### src/rtl/pipeline_hazard_ctrl_if.sv
// ---------------------------------------------------------------------------
// pipeline_hazard_ctrl_if
// Bundles the hazard-detection inputs and the stall/flush/freeze controls
// exchanged between the 5-stage pipeline and the central hazard sequencer.
//   master : the hazard sequencer (drives PCWrite/IF-ID/NoOp/freeze/err/stats)
//   slave  : the pipeline datapath (drives load/branch/dmem status)
// Signals:
//   IDEX_MemRead_i, IDEX_rd_i      load in EX and its destination register
//   IFID_rs1_i, IFID_rs2_i         source registers of the instruction in ID
//   branch_taken_i                 branch in ID resolved taken this cycle
//   dmem_req_i, dmem_ready_i       data-memory access request / completion
//   PCWrite_o, IFID_stall_o, IFID_flush_o, NoOp_o, freeze_o, err_o
//   stall_cnt_o, flush_cnt_o       saturating statistics counters (CNT_W)
// ---------------------------------------------------------------------------
interface pipeline_hazard_ctrl_if #(
    parameter int CNT_W = 16
);
    logic             IDEX_MemRead_i;
    logic [4:0]       IDEX_rd_i;
    logic [4:0]       IFID_rs1_i;
    logic [4:0]       IFID_rs2_i;
    logic             branch_taken_i;
    logic             dmem_req_i;
    logic             dmem_ready_i;
    logic             PCWrite_o;
    logic             IFID_stall_o;
    logic             IFID_flush_o;
    logic             NoOp_o;
    logic             freeze_o;
    logic             err_o;
    logic [CNT_W-1:0] stall_cnt_o;
    logic [CNT_W-1:0] flush_cnt_o;

    modport master (
        input  IDEX_MemRead_i, IDEX_rd_i, IFID_rs1_i, IFID_rs2_i,
               branch_taken_i, dmem_req_i, dmem_ready_i,
        output PCWrite_o, IFID_stall_o, IFID_flush_o, NoOp_o, freeze_o,
               err_o, stall_cnt_o, flush_cnt_o
    );

    modport slave (
        output IDEX_MemRead_i, IDEX_rd_i, IFID_rs1_i, IFID_rs2_i,
               branch_taken_i, dmem_req_i, dmem_ready_i,
        input  PCWrite_o, IFID_stall_o, IFID_flush_o, NoOp_o, freeze_o,
               err_o, stall_cnt_o, flush_cnt_o
    );
endinterface

### src/rtl/pipeline_hazard_ctrl.sv
// ---------------------------------------------------------------------------
// pipeline_hazard_ctrl
// Central stall/flush sequencer for the 5-stage pipeline, sitting beside ID.
// Combines load-use detection, taken-branch flush and a memory-wait FSM with
// timeout into PCWrite, IF/ID hold/flush, the ID/EX bubble and a global
// freeze. Also keeps saturating stall/flush statistics counters.
// Parameters:
//   MEM_TIMEOUT  max consecutive frozen memory-wait cycles before ERROR (>=2)
//   CNT_W        width of the statistics counters
// Ports:
//   clk_i   clock, rising edge
//   rst_i   asynchronous, active-low reset
//   bus     pipeline_hazard_ctrl_if.master (hazard inputs, control outputs)
// All control outputs are combinational from the FSM state and the inputs.
// ---------------------------------------------------------------------------
module pipeline_hazard_ctrl #(
    parameter int MEM_TIMEOUT = 16,
    parameter int CNT_W       = 16
) (
    input  logic                   clk_i,
    input  logic                   rst_i,
    pipeline_hazard_ctrl_if.master bus
);

    localparam int WC_W = $clog2(MEM_TIMEOUT) + 1;

    typedef enum logic [1:0] {
        S_INIT     = 2'd0,
        S_RUN      = 2'd1,
        S_MEM_WAIT = 2'd2,
        S_ERROR    = 2'd3
    } state_t;

    state_t            state_q, state_d;
    logic [WC_W-1:0]   wait_cnt_q, wait_cnt_d;
    logic [CNT_W-1:0]  stall_cnt_q, flush_cnt_q;

    logic load_use;
    logic mem_miss;
    logic pc_write;
    logic ifid_stall;
    logic ifid_flush;
    logic noop;
    logic freeze;

    // Counters stick at all-ones instead of wrapping.
    function automatic logic [CNT_W-1:0] sat_inc(input logic [CNT_W-1:0] v);
        return (&v) ? v : v + CNT_W'(1);
    endfunction

    // x0 is hard-wired zero, so a load targeting it never creates a hazard.
    assign load_use = bus.IDEX_MemRead_i && (bus.IDEX_rd_i != 5'd0) &&
                      ((bus.IDEX_rd_i == bus.IFID_rs1_i) ||
                       (bus.IDEX_rd_i == bus.IFID_rs2_i));
    assign mem_miss = bus.dmem_req_i && !bus.dmem_ready_i;

    always_ff @(posedge clk_i or negedge rst_i) begin
        if (!rst_i) begin
            state_q    <= S_INIT;
            wait_cnt_q <= '0;
        end else begin
            state_q    <= state_d;
            wait_cnt_q <= wait_cnt_d;
        end
    end

    always_comb begin
        state_d    = state_q;
        wait_cnt_d = wait_cnt_q;
        pc_write   = 1'b0;
        ifid_stall = 1'b0;
        ifid_flush = 1'b0;
        noop       = 1'b0;
        freeze     = 1'b0;
        unique case (state_q)
            S_INIT: begin
                ifid_stall = 1'b1;
                noop       = 1'b1;
                state_d    = S_RUN;
            end
            S_RUN: begin
                if (mem_miss) begin
                    // The miss cycle is the first frozen cycle of the wait.
                    freeze     = 1'b1;
                    ifid_stall = 1'b1;
                    state_d    = S_MEM_WAIT;
                    wait_cnt_d = WC_W'(1);
                end else if (load_use) begin
                    // A branch in ID is dropped here; it re-resolves after the bubble.
                    ifid_stall = 1'b1;
                    noop       = 1'b1;
                end else if (bus.branch_taken_i) begin
                    ifid_flush = 1'b1;
                    pc_write   = 1'b1;
                end else begin
                    pc_write   = 1'b1;
                end
            end
            S_MEM_WAIT: begin
                // Freeze holds through the ready cycle; the pipeline moves on the next one.
                freeze     = 1'b1;
                ifid_stall = 1'b1;
                if (bus.dmem_ready_i) begin
                    state_d    = S_RUN;
                    wait_cnt_d = '0;
                end else if (wait_cnt_q == WC_W'(MEM_TIMEOUT - 1)) begin
                    state_d    = S_ERROR;
                end else begin
                    wait_cnt_d = wait_cnt_q + WC_W'(1);
                end
            end
            S_ERROR: begin
                freeze     = 1'b1;
                ifid_stall = 1'b1;
            end
            default: begin
                state_d = S_INIT;
            end
        endcase
    end

    // INIT is excluded from the stall statistic even though PC is held there.
    always_ff @(posedge clk_i or negedge rst_i) begin
        if (!rst_i) begin
            stall_cnt_q <= '0;
            flush_cnt_q <= '0;
        end else begin
            if (!pc_write && (state_q != S_INIT))
                stall_cnt_q <= sat_inc(stall_cnt_q);
            if (ifid_flush)
                flush_cnt_q <= sat_inc(flush_cnt_q);
        end
    end

    assign bus.PCWrite_o    = pc_write;
    assign bus.IFID_stall_o = ifid_stall;
    assign bus.IFID_flush_o = ifid_flush;
    assign bus.NoOp_o       = noop;
    assign bus.freeze_o     = freeze;
    assign bus.err_o        = (state_q == S_ERROR);
    assign bus.stall_cnt_o  = stall_cnt_q;
    assign bus.flush_cnt_o  = flush_cnt_q;

endmodule
### src/flat_wrapper.sv
// flat-port wrapper written by rule: the top's interface ports become plain ports
module pipeline_hazard_ctrl_flat 
#(
    parameter int MEM_TIMEOUT = 16,
    parameter int CNT_W       = 16
)
  (clk_i, rst_i, bus_IDEX_MemRead_i, bus_IDEX_rd_i, bus_IFID_rs1_i, bus_IFID_rs2_i, bus_branch_taken_i, bus_dmem_req_i, bus_dmem_ready_i, bus_PCWrite_o, bus_IFID_stall_o, bus_IFID_flush_o, bus_NoOp_o, bus_freeze_o, bus_err_o, bus_stall_cnt_o, bus_flush_cnt_o);
  pipeline_hazard_ctrl_if #(.CNT_W(CNT_W)) bus_i ();
  input  logic clk_i;
  input  logic rst_i;
  input wire logic [$bits(bus_i.IDEX_MemRead_i)-1:0] bus_IDEX_MemRead_i;
  input wire logic [$bits(bus_i.IDEX_rd_i)-1:0] bus_IDEX_rd_i;
  input wire logic [$bits(bus_i.IFID_rs1_i)-1:0] bus_IFID_rs1_i;
  input wire logic [$bits(bus_i.IFID_rs2_i)-1:0] bus_IFID_rs2_i;
  input wire logic [$bits(bus_i.branch_taken_i)-1:0] bus_branch_taken_i;
  input wire logic [$bits(bus_i.dmem_req_i)-1:0] bus_dmem_req_i;
  input wire logic [$bits(bus_i.dmem_ready_i)-1:0] bus_dmem_ready_i;
  output wire logic [$bits(bus_i.PCWrite_o)-1:0] bus_PCWrite_o;
  output wire logic [$bits(bus_i.IFID_stall_o)-1:0] bus_IFID_stall_o;
  output wire logic [$bits(bus_i.IFID_flush_o)-1:0] bus_IFID_flush_o;
  output wire logic [$bits(bus_i.NoOp_o)-1:0] bus_NoOp_o;
  output wire logic [$bits(bus_i.freeze_o)-1:0] bus_freeze_o;
  output wire logic [$bits(bus_i.err_o)-1:0] bus_err_o;
  output wire logic [$bits(bus_i.stall_cnt_o)-1:0] bus_stall_cnt_o;
  output wire logic [$bits(bus_i.flush_cnt_o)-1:0] bus_flush_cnt_o;
  assign bus_i.IDEX_MemRead_i = bus_IDEX_MemRead_i;
  assign bus_i.IDEX_rd_i = bus_IDEX_rd_i;
  assign bus_i.IFID_rs1_i = bus_IFID_rs1_i;
  assign bus_i.IFID_rs2_i = bus_IFID_rs2_i;
  assign bus_i.branch_taken_i = bus_branch_taken_i;
  assign bus_i.dmem_req_i = bus_dmem_req_i;
  assign bus_i.dmem_ready_i = bus_dmem_ready_i;
  assign bus_PCWrite_o = bus_i.PCWrite_o;
  assign bus_IFID_stall_o = bus_i.IFID_stall_o;
  assign bus_IFID_flush_o = bus_i.IFID_flush_o;
  assign bus_NoOp_o = bus_i.NoOp_o;
  assign bus_freeze_o = bus_i.freeze_o;
  assign bus_err_o = bus_i.err_o;
  assign bus_stall_cnt_o = bus_i.stall_cnt_o;
  assign bus_flush_cnt_o = bus_i.flush_cnt_o;
  pipeline_hazard_ctrl #(.MEM_TIMEOUT(MEM_TIMEOUT), .CNT_W(CNT_W)) u_core (.clk_i(clk_i), .rst_i(rst_i), .bus(bus_i));
endmodule
### config.mk
export PLATFORM = sky130hd
export DESIGN_NAME = pipeline_hazard_ctrl_flat
export DESIGN_NICKNAME = d
export VERILOG_FILES = /design/src/rtl/pipeline_hazard_ctrl_if.sv /design/src/rtl/pipeline_hazard_ctrl.sv /design/src/flat_wrapper.sv
export SDC_FILE = /design/constraint.sdc
export NUM_CORES = 1
export LEC_CHECK = 0
export CAP_MARGIN = 40
export CORE_ASPECT_RATIO = 2
export CORE_UTILIZATION = 50
export CTS_CLUSTER_SIZE = 20
export DETAILED_ROUTE_END_ITERATION = 10
export MAX_ROUTING_LAYER = met4
export PLACE_DENSITY_LB_ADDON = 0.05
export SKIP_LAST_GASP = 1
export SLEW_MARGIN = 40
export SYNTH_ARGS = -nofsm -noshare
export SYNTH_HDL_FRONTEND = slang
export SYNTH_SLANG_ARGS = --single-unit
export TNS_END_PERCENT = 50
### constraint.sdc
create_clock -name clk_i -period 3.2 [get_ports clk_i]
set_clock_uncertainty 0.05 [all_clocks]
set_input_delay 0.64 -clock clk_i [delete_from_list [all_inputs] [get_ports clk_i]]
set_output_delay 0.64 -clock clk_i [all_outputs]
set_load 0.05 [all_outputs]
# After elaboration in Yosys (flattened, before gate mapping)
# Cells that the tools add are included.
# word_totals
out_inout_bits,38
input_bits,21
word_cells,60
ff_bits,39
# classes
reduce_logical,20
n_bitwise,2
n_eq_ne,9
n_addsub,3
mux,22
# ops
op,count
"16-bit by 1-bit adder with 16-bit output, second input constant",2
16-bit AND reduction,2
5-bit 2-to-1 mux,3
1-bit 2-to-1 mux,11
5-bit equality test,2
5-bit case mux with 2 select lines,1
2-bit 2-to-1 mux,3
1-bit case mux with 2 select lines,3
2-bit case mux with 3 select lines,1
3-bit AND reduction,2
"5-bit by 1-bit adder with 5-bit output, second input constant",1
"5-bit by 4-bit equality test with 1-bit output, second input constant",1
5-bit nonzero test,1
"2-bit equality test, second input constant",2
1-bit logical AND,4
2-bit AND reduction,2
2-bit nonzero test,2
"3-bit by 2-bit != test with 1-bit output, second input constant",1
"3-bit != test, second input constant",1
3-bit nonzero test,1
3-bit OR reduction,1
"2-bit by 1-bit equality test with 1-bit output, second input constant",1
1-bit logical NOT,2
2-bit logical NOT,1
4 further kinds,5

# Longest topological paths before layout
# Gate-level depths: netlist of the first run.
# logic_depth
depth_word,9
depth_mapped,9
ltp_nobuf,8

# Least setup slack after synthesis of the first run
# No wires, ideal clock.
# synth_path
kind,input to output
from,input port bus_IDEX_rd_i[4]
to,output port bus_NoOp_o
t_required_ns,2.510
t_arrival_ns,2.077
path_stages,5
slack_ns,0.433
path_cell_list,xnor2_1 > nand3_1 > o22ai_1 > nand2_1 > o21bai_1
# synth_between
elab_chain_len,6
elab_cells_between_ends,9
# synth_lines
element,line,rtl
start: declaration,flat_wrapper.sv:12,input wire logic [$bits(bus_i.IDEX_rd_i)-1:0] bus_IDEX_rd_i;
"5-bit equality test, or another cell as far along",pipeline_hazard_ctrl.sv:53,((bus.IDEX_rd_i == bus.IFID_rs1_i) ||
1-bit logical OR / 1-bit logical AND (equally long branches),"pipeline_hazard_ctrl.sv:53, pipeline_hazard_ctrl.sv:52",
1-bit logical AND (*),pipeline_hazard_ctrl.sv:52,assign load_use = bus.IDEX_MemRead_i && (bus.IDEX_rd_i != 5'd0) &&
1-bit 2-to-1 mux (*),pipeline_hazard_ctrl.sv:88,end else if (load_use) begin
1-bit 2-to-1 mux (*),pipeline_hazard_ctrl.sv:82,if (mem_miss) begin
1-bit case mux with 2 select lines (*),pipeline_hazard_ctrl.sv:75,unique case (state_q)
end: declaration,flat_wrapper.sv:21,output wire logic [$bits(bus_i.NoOp_o)-1:0] bus_NoOp_o;
# Mark *: on every way between the ends. The rest lies on a longest branch, timed or not.

# Worst setup path after layout of the first run
# layout_path
from,input port bus_IDEX_rd_i[0]
to,output port bus_IFID_flush_o
# layout_between
elab_chain_len,6
elab_cells_between_ends,9
# layout_lines
element,line,rtl
"5-bit equality test, or another cell as far along",pipeline_hazard_ctrl.sv:53,
1-bit logical OR / 1-bit logical AND (equally long branches),"pipeline_hazard_ctrl.sv:53, pipeline_hazard_ctrl.sv:52",
1-bit logical AND (*),pipeline_hazard_ctrl.sv:52,
1-bit 2-to-1 mux (*),pipeline_hazard_ctrl.sv:88,
1-bit 2-to-1 mux (*),pipeline_hazard_ctrl.sv:82,
1-bit 2-to-1 mux (*),pipeline_hazard_ctrl.sv:75,
end: declaration,flat_wrapper.sv:20,output wire logic [$bits(bus_i.IFID_flush_o)-1:0] bus_IFID_flush_o;
# Marks and branches as above.

==> results.yml, run 1 <==
critical_path:
  setup.worst_path.start_class: "input pin"
  rr_worst_depth: 7
  reg2reg_to: "u_core.bus.stall_cnt_o[15]"
  endpoint_kind: "output port"
  worstSetupPathType: "in -> out"
  worst-endpoint-arrival_ps: 2370
  r2r_start: "u_core.bus.stall_cnt_o[0]"
  crit_fanout: 7
  worst_ep_required_time_ps: 2510
  r2r_slack_ps: 960
route:
  viasPerCell: 5.31
  ant_nets: 0
  first_pass_iters: 4
  wl_microns: 4690
  drc: 0
  detail_route.wl_per_cell_microns: 14.7
  drtIter0Drc: 12
  vias: 1694
placed_design:
  dpl.cell_count: 311
  dp_hpwl_microns: 3470
  gp_congestion: 0.779
  dpl-instance-area_sq_mm: 0.00278
  io_buffers: 58
synthesis:
  synth_cells: 201
  synthArstFlopShare_pct: 100
  synth-main-ff-cell: "dfrtp_1"
  synthesis.area_sq_mm: 0.00210
  ys_ff_latch: 39
  yosys_warnings: 0
  synth_edf_count: 0
  syn_avg_cell_area_sq_um: 10.4
  yosysSeqAreaShare_pct: 46.5
  synth.distinct_cells: 36
  syn-num-nets: 231
layout:
  fin_nets: 296
  areaGrowthSynthToFinish_pct: 37.8
  final_area_sq_mm: 0.00289
  antenna_cells: 0
  drive_gt1_share_pct: 8.99
  fillers: 321
  fin_cells: 319
global_routing:
  grt.total_usage_pct: 23.8
  grt_pass1_wl_microns: 7350
  grt_overflow: 0
  grt_max_degree: 40
  grt_pass1_vias: 1642
  grt_antenna_before_repair: 0
clock_tree:
  htreeDepth: 2
  clock_latency_ps: 300
  clkTransAtPathRegs_ps: 80
  postCtsSetupRepairBufs: 0
  hold_buffers: 0
  cts-resized-gates: 0
  cts_sinks: 39
  cts_max_path_buffers: 2
  numCtsBuffers: 5
  cts-root-buf: "clkbuf_8"
  cts_tree: "built"
sta:
  fin_hold_ws_ps: 250
  slew_headroom_pct: 60.2
  fin_setup_tns_ps: 0
  maxSlewViolCount: 0
  hold_viol_final: 0
  min_period_ps: 3060
  rsz0062_at_grt: "no"
  fmax_ghz: 0.326
  worstMarginPinSlew_ps: 594
  fin_crit_sh_pct: 95.8
  setup_violations: 0
power_and_ir_drop:
  pwr-share-comb_pct: 48.9
  p_clk_share_pct: 18.7
  p_leak_nw: 1.25
  pwr-share-seq_pct: 32.4
  swShare_pct: 43.9
  switchingPower_w: 0.000973
  irDropWorstVdd_mv: 0.631
  p_int_w: 0.00124
  powerDensity_mw_per_mm2: 767
  finalPower_w: 0.00222
job:
  cap_violations: 0
die:
  ioPinCount: 59
  die-area_sq_mm: 0.00448
  rows: 33
  coreArea_sq_mm: 0.00405
  die_y_microns: 93.6
  start_util_pct: 51.9
  die_width_microns: 47.8
min_path:
  hold_path_class: "in -> async"
run_status:
  outcome: "finished clean"
final cells by class:
class / count / area [sq um] / share of cell area [%]
inverters: 5 / 18.8 / 0.649
multi-input cells: 156 / 1100 / 37.9
flip-flops and latches: 39 / 976 / 33.8
repair buffers: 59 / 623 / 21.5
well taps: 52 / 65.1 / 2.25
clock buffers: 5 / 68.8 / 2.38
clock inverters: 3 / 43.8 / 1.51
cell families after synthesis:
kind of cell | share of synthesized area [%]
AND/OR/NAND/NOR | 22.5
XOR/XNOR | 17.5
flip-flops | 46.5
AO/OA/AOI/OAI | 4.77
adder cells (fa/ha/maj) | 5.37
buffers and inverters | 1.25
multiplexers | 2.09
power by group through the flow:
stage               Combinational (W)  Sequential (W)  Clock (W)
finish                        0.00108        0.000719   0.000414
global route                  0.00116        0.000735   0.000439
CTS                           0.00109        0.000720   0.000422
detailed placement            0.00109        0.000727          0
global placement              0.00108        0.000722          0
floorplan                    0.000470        0.000945          0
metal layers:
layer | GRT usage [%] | wire length, microns | vias up
met4 | 9.72 | 72 | 0
met5 | - | 0 | -
li1 | - | - | 827
met2 | 40.0 | 2620 | 42
met3 | 3.67 | 149 | 7
met1 | 26.5 | 1850 | 818
synthesized netlist by cell type (all sizes together), types with 3 or more instances:
master | count | area (sq um)
and4 | 3 | 26.3
nor3 | 5 | 30.0
inv | 5 | 18.8
xnor2 | 32 | 280
nand2 | 18 | 67.6
nor2 | 17 | 63.8
dfrtp | 39 | 976
nand2b | 3 | 18.8
a21oi | 4 | 35.0
ha | 9 | 113
mux2 | 3 | 33.8
nand4 | 10 | 75.1
and3 | 7 | 43.8
nand3 | 16 | 80.1
xor2 | 10 | 87.6
per-stage QoR:
step           setup WS (ps)  utilization [%]
3_3_place_gp             138             68.6
5_1_grt                 68.0             71.5
3_5_place_dp             135             68.7
6_report                 136             71.5
2_1_floorplan            433                -
4_1_cts                  124             71.5
sequential cells by signal, indices dropped and copies added, names as in the netlist:
name	cells
u_core.bus.stall_cnt_o	16
u_core.state_q	2
u_core.wait_cnt_q	5
u_core.bus.flush_cnt_o	16
cells in the final DEF, fill, tap and decap left out, types with 3 or more instances in the layout:
master,n
dfrtp_1,39
clkdlybuf4s50_1,52
xnor2_1,32
mux2_2,3
nand2b_1,3
nand3_1,16
nor3_1,4
xor2_1,10
nand4_1,8
nand2_1,18
ha_1,9
buf_4,3
inv_1,5
buf_12,4
clkbuf_8,5
and4_1,3
and3_1,7
nor2_1,17
worst max path at each step:
stage | from | to | slack [ps] | cells past startpoint
floorplan | bus_IDEX_rd_i[4] | bus_NoOp_o | 430 | 5
global placement | bus_IDEX_rd_i[0] | bus_IFID_flush_o | 140 | 5
detailed placement | bus_IDEX_rd_i[0] | bus_IFID_flush_o | 130 | 5
CTS | bus_IDEX_rd_i[0] | bus_IFID_flush_o | 120 | 5
global route | bus_IDEX_rd_i[0] | bus_IFID_flush_o | 70 | 5
finish | bus_IDEX_rd_i[0] | bus_IFID_flush_o | 140 | 5
critical path, stage by stage:
cell             delay (ps)
clkdlybuf4s50_1         470
or4_1                   540
o21a_2                  250
a21oi_4                 290
buf_12                  180
Note: power is estimated with default switching activity, not from simulation.
==> inputs of run 2 (changes only) <==
CTS_BUF_LIST = sky130_fd_sc_hd__clkbuf_4 sky130_fd_sc_hd__clkbuf_8 sky130_fd_sc_hd__clkbuf_16   (was unset)
GPL_TIMING_DRIVEN = 0   (was unset)
==> run 2 against run 1 <==
  * The run now ends with setup timing left
  * First-iteration DRC count grew 100%
  * Cell count stayed put
  * Die area is the same
  * Design area shrank 2.4%
  * Power down 7.3%
  * Worst setup slack worse by 180 ps
  * Critical path type unchanged
  * Highest routed layer unchanged
==> results.yml, run 2 (synthesized netlist as in run 1, its figures left out) <==
run_status:
  outcome: "complete, but fails checks"
  failed_checks: "setup timing"
clock_tree:
  hold_buffers: 0
  cts-root-buf: "clkbuf_8"
  numCtsBuffers: 5
  cts-resized-gates: 12
  cts_sinks: 39
  postCtsSetupRepairBufs: 0
  cts_tree: "built"
  clock_latency_ps: 290
  htreeDepth: 2
  cts_max_path_buffers: 2
  clkTransAtPathRegs_ps: 70
critical_path:
  worst-endpoint-arrival_ps: 2560
  worstSetupPathType: "in -> out"
  cp_num_buf_inv: 2
  cp_slowest_cell: "or4_1"
  max_stage_delay_ps: 540
  r2r_slack_ps: 1080
  rr_worst_depth: 7
  endpoint_kind: "output port"
  path_delay_family: "buffers and inverters"
  crit_fanout: 4
  worst_ep_required_time_ps: 2510
  reg2reg_to: "u_core.bus.stall_cnt_o[15]"
  r2r_start: "u_core.bus.stall_cnt_o[0]"
  path_cells: "clkdlybuf4s50_1, or4_1, o21a_2, a21oi_2, clkdlybuf4s15_2"
  setup.worst_path.start_class: "input pin"
power_and_ir_drop:
  p_leak_nw: 1.22
  switchingPower_w: 0.000931
  finalPower_w: 0.00205
  powerDensity_mw_per_mm2: 728
  pwr-share-seq_pct: 34.6
  swShare_pct: 45.3
  irDropWorstVdd_mv: 0.791
  p_int_w: 0.00112
  pwr-share-comb_pct: 49.3
  p_clk_share_pct: 16.1
die:
  die_y_microns: 93.6
  ioPinCount: 59
  die_width_microns: 47.8
  start_util_pct: 51.9
  coreArea_sq_mm: 0.00405
  die-area_sq_mm: 0.00448
  rows: 33
layout:
  fillers: 364
  fin_nets: 296
  areaGrowthSynthToFinish_pct: 34.5
  fin_cells: 319
  antenna_cells: 0
  final_area_sq_mm: 0.00282
  final_cell_mix: "clkdlybuf4s50_1, dfrtp_1, xnor2_1, nand2_1, nor2_1"
  drive_gt1_share_pct: 8.99
  final_common_cell: "clkdlybuf4s50_1"
placed_design:
  dpl.cell_count: 311
  io_buffers: 58
  dpl-instance-area_sq_mm: 0.00274
  gp_congestion: 0.749
  dp_hpwl_microns: 3510
route:
  drt-met1-wl_microns: 1710
  detail_route.wl_per_cell_microns: 14.3
  met2WireLength_microns: 2590
  viasPerCell: 5.36
  route.met3.wl_microns: 149
  vias: 1710
  drc: 0
  wl_microns: 4560
  drtIter0Drc: 24
  first_pass_iters: 4
  ant_nets: 0
  highest_layer: "met4"
sta:
  fin_hold_ws_ps: 257
  fin_crit_sh_pct: 101
  rsz0062_at_grt: "yes"
  worstMarginPinSlew_ps: 586
  fin_setup_tns_ps: -47.1
  slew_headroom_pct: 60.7
  timing.final.ws_setup_ps: -47.1
  maxSlewViolCount: 0
  min_period_ps: 3250
  setup_violations: 1
  hold_viol_final: 0
  fmax_ghz: 0.308
global_routing:
  grt_pass1_vias: 1678
  grt_antenna_before_repair: 0
  grt_overflow: 0
  grt.total_usage_pct: 23.8
  grt_pass1_wl_microns: 7360
  grt_max_degree: 40
job:
  cap_violations: 0
min_path:
  hold_path_class: "in -> async"
run 2: changes by cell type in the layout (fill, tap and decap cells not counted), sizes merged:
cell and change:
buf -3, clkinv -1, clkbuf +3, clkdlybuf4s50 +1, bufinv -1, clkdlybuf4s15 +1
run 2: layout make-up:
type / count / area, sq um / area share (%)
plain buffers: 1 / 7.51 / 0.266
clock buffers: 7 / 83.8 / 2.97
clock inverters: 1 / 5.00 / 0.177
inverters: 5 / 18.8 / 0.665
multi-input cells: 156 / 1100 / 39.1
flip-flops and latches: 39 / 976 / 34.6
well taps: 52 / 65.1 / 2.30
repair buffers: 58 / 564 / 20.0
run 2: worst max-delay path by stage:
stage	from	end	slack, ps	depth (start not counted)
global placement	bus_IDEX_rd_i[0]	bus_IFID_flush_o	-510	5
floorplan	bus_IDEX_rd_i[4]	bus_NoOp_o	430	5
global route	bus_IDEX_rd_i[0]	bus_PCWrite_o	-120	5
detailed placement	bus_IDEX_rd_i[0]	bus_PCWrite_o	-500	5
finish	bus_IDEX_rd_i[0]	bus_PCWrite_o	-50	5
CTS	bus_IDEX_rd_i[0]	bus_IFID_stall_o	-70	7
run 2: layer usage:
metal | up-vias | global-route usage, %
met5 | - | -
met3 | 9 | 5.02
met2 | 37 | 40.0
met4 | 0 | 9.95
li1 | 828 | -
met1 | 836 | 25.4
run 2: worst reg2reg max path, stage by stage (launching register included):
cell and delay, ps:
dfrtp_1 440, ha_1 250, nand4_1 180, nor3_1 80, nor4_1 230, or3b_1 470
nor3_1 200, xor2_1 160
run 2: power by group through the flow:
stage | Sequential [W] | Combinational (W) | Clock (W)
final | 0.000711 | 0.00101 | 0.000330
after detailed placement | 0.000720 | 0.00103 | 0
after global routing | 0.000728 | 0.00109 | 0.000360
after global placement | 0.000718 | 0.00102 | 0
after floorplan | 0.000945 | 0.000470 | 0
after CTS | 0.000711 | 0.00103 | 0.000341
run 2: stage by stage:
stage	utilization, %	setup slack, ps
after CTS	69.9	-70.5
after global routing	69.8	-115
after detailed placement	67.7	-504
final	69.8	-47.1
after floorplan	-	433
after global placement	67.8	-515
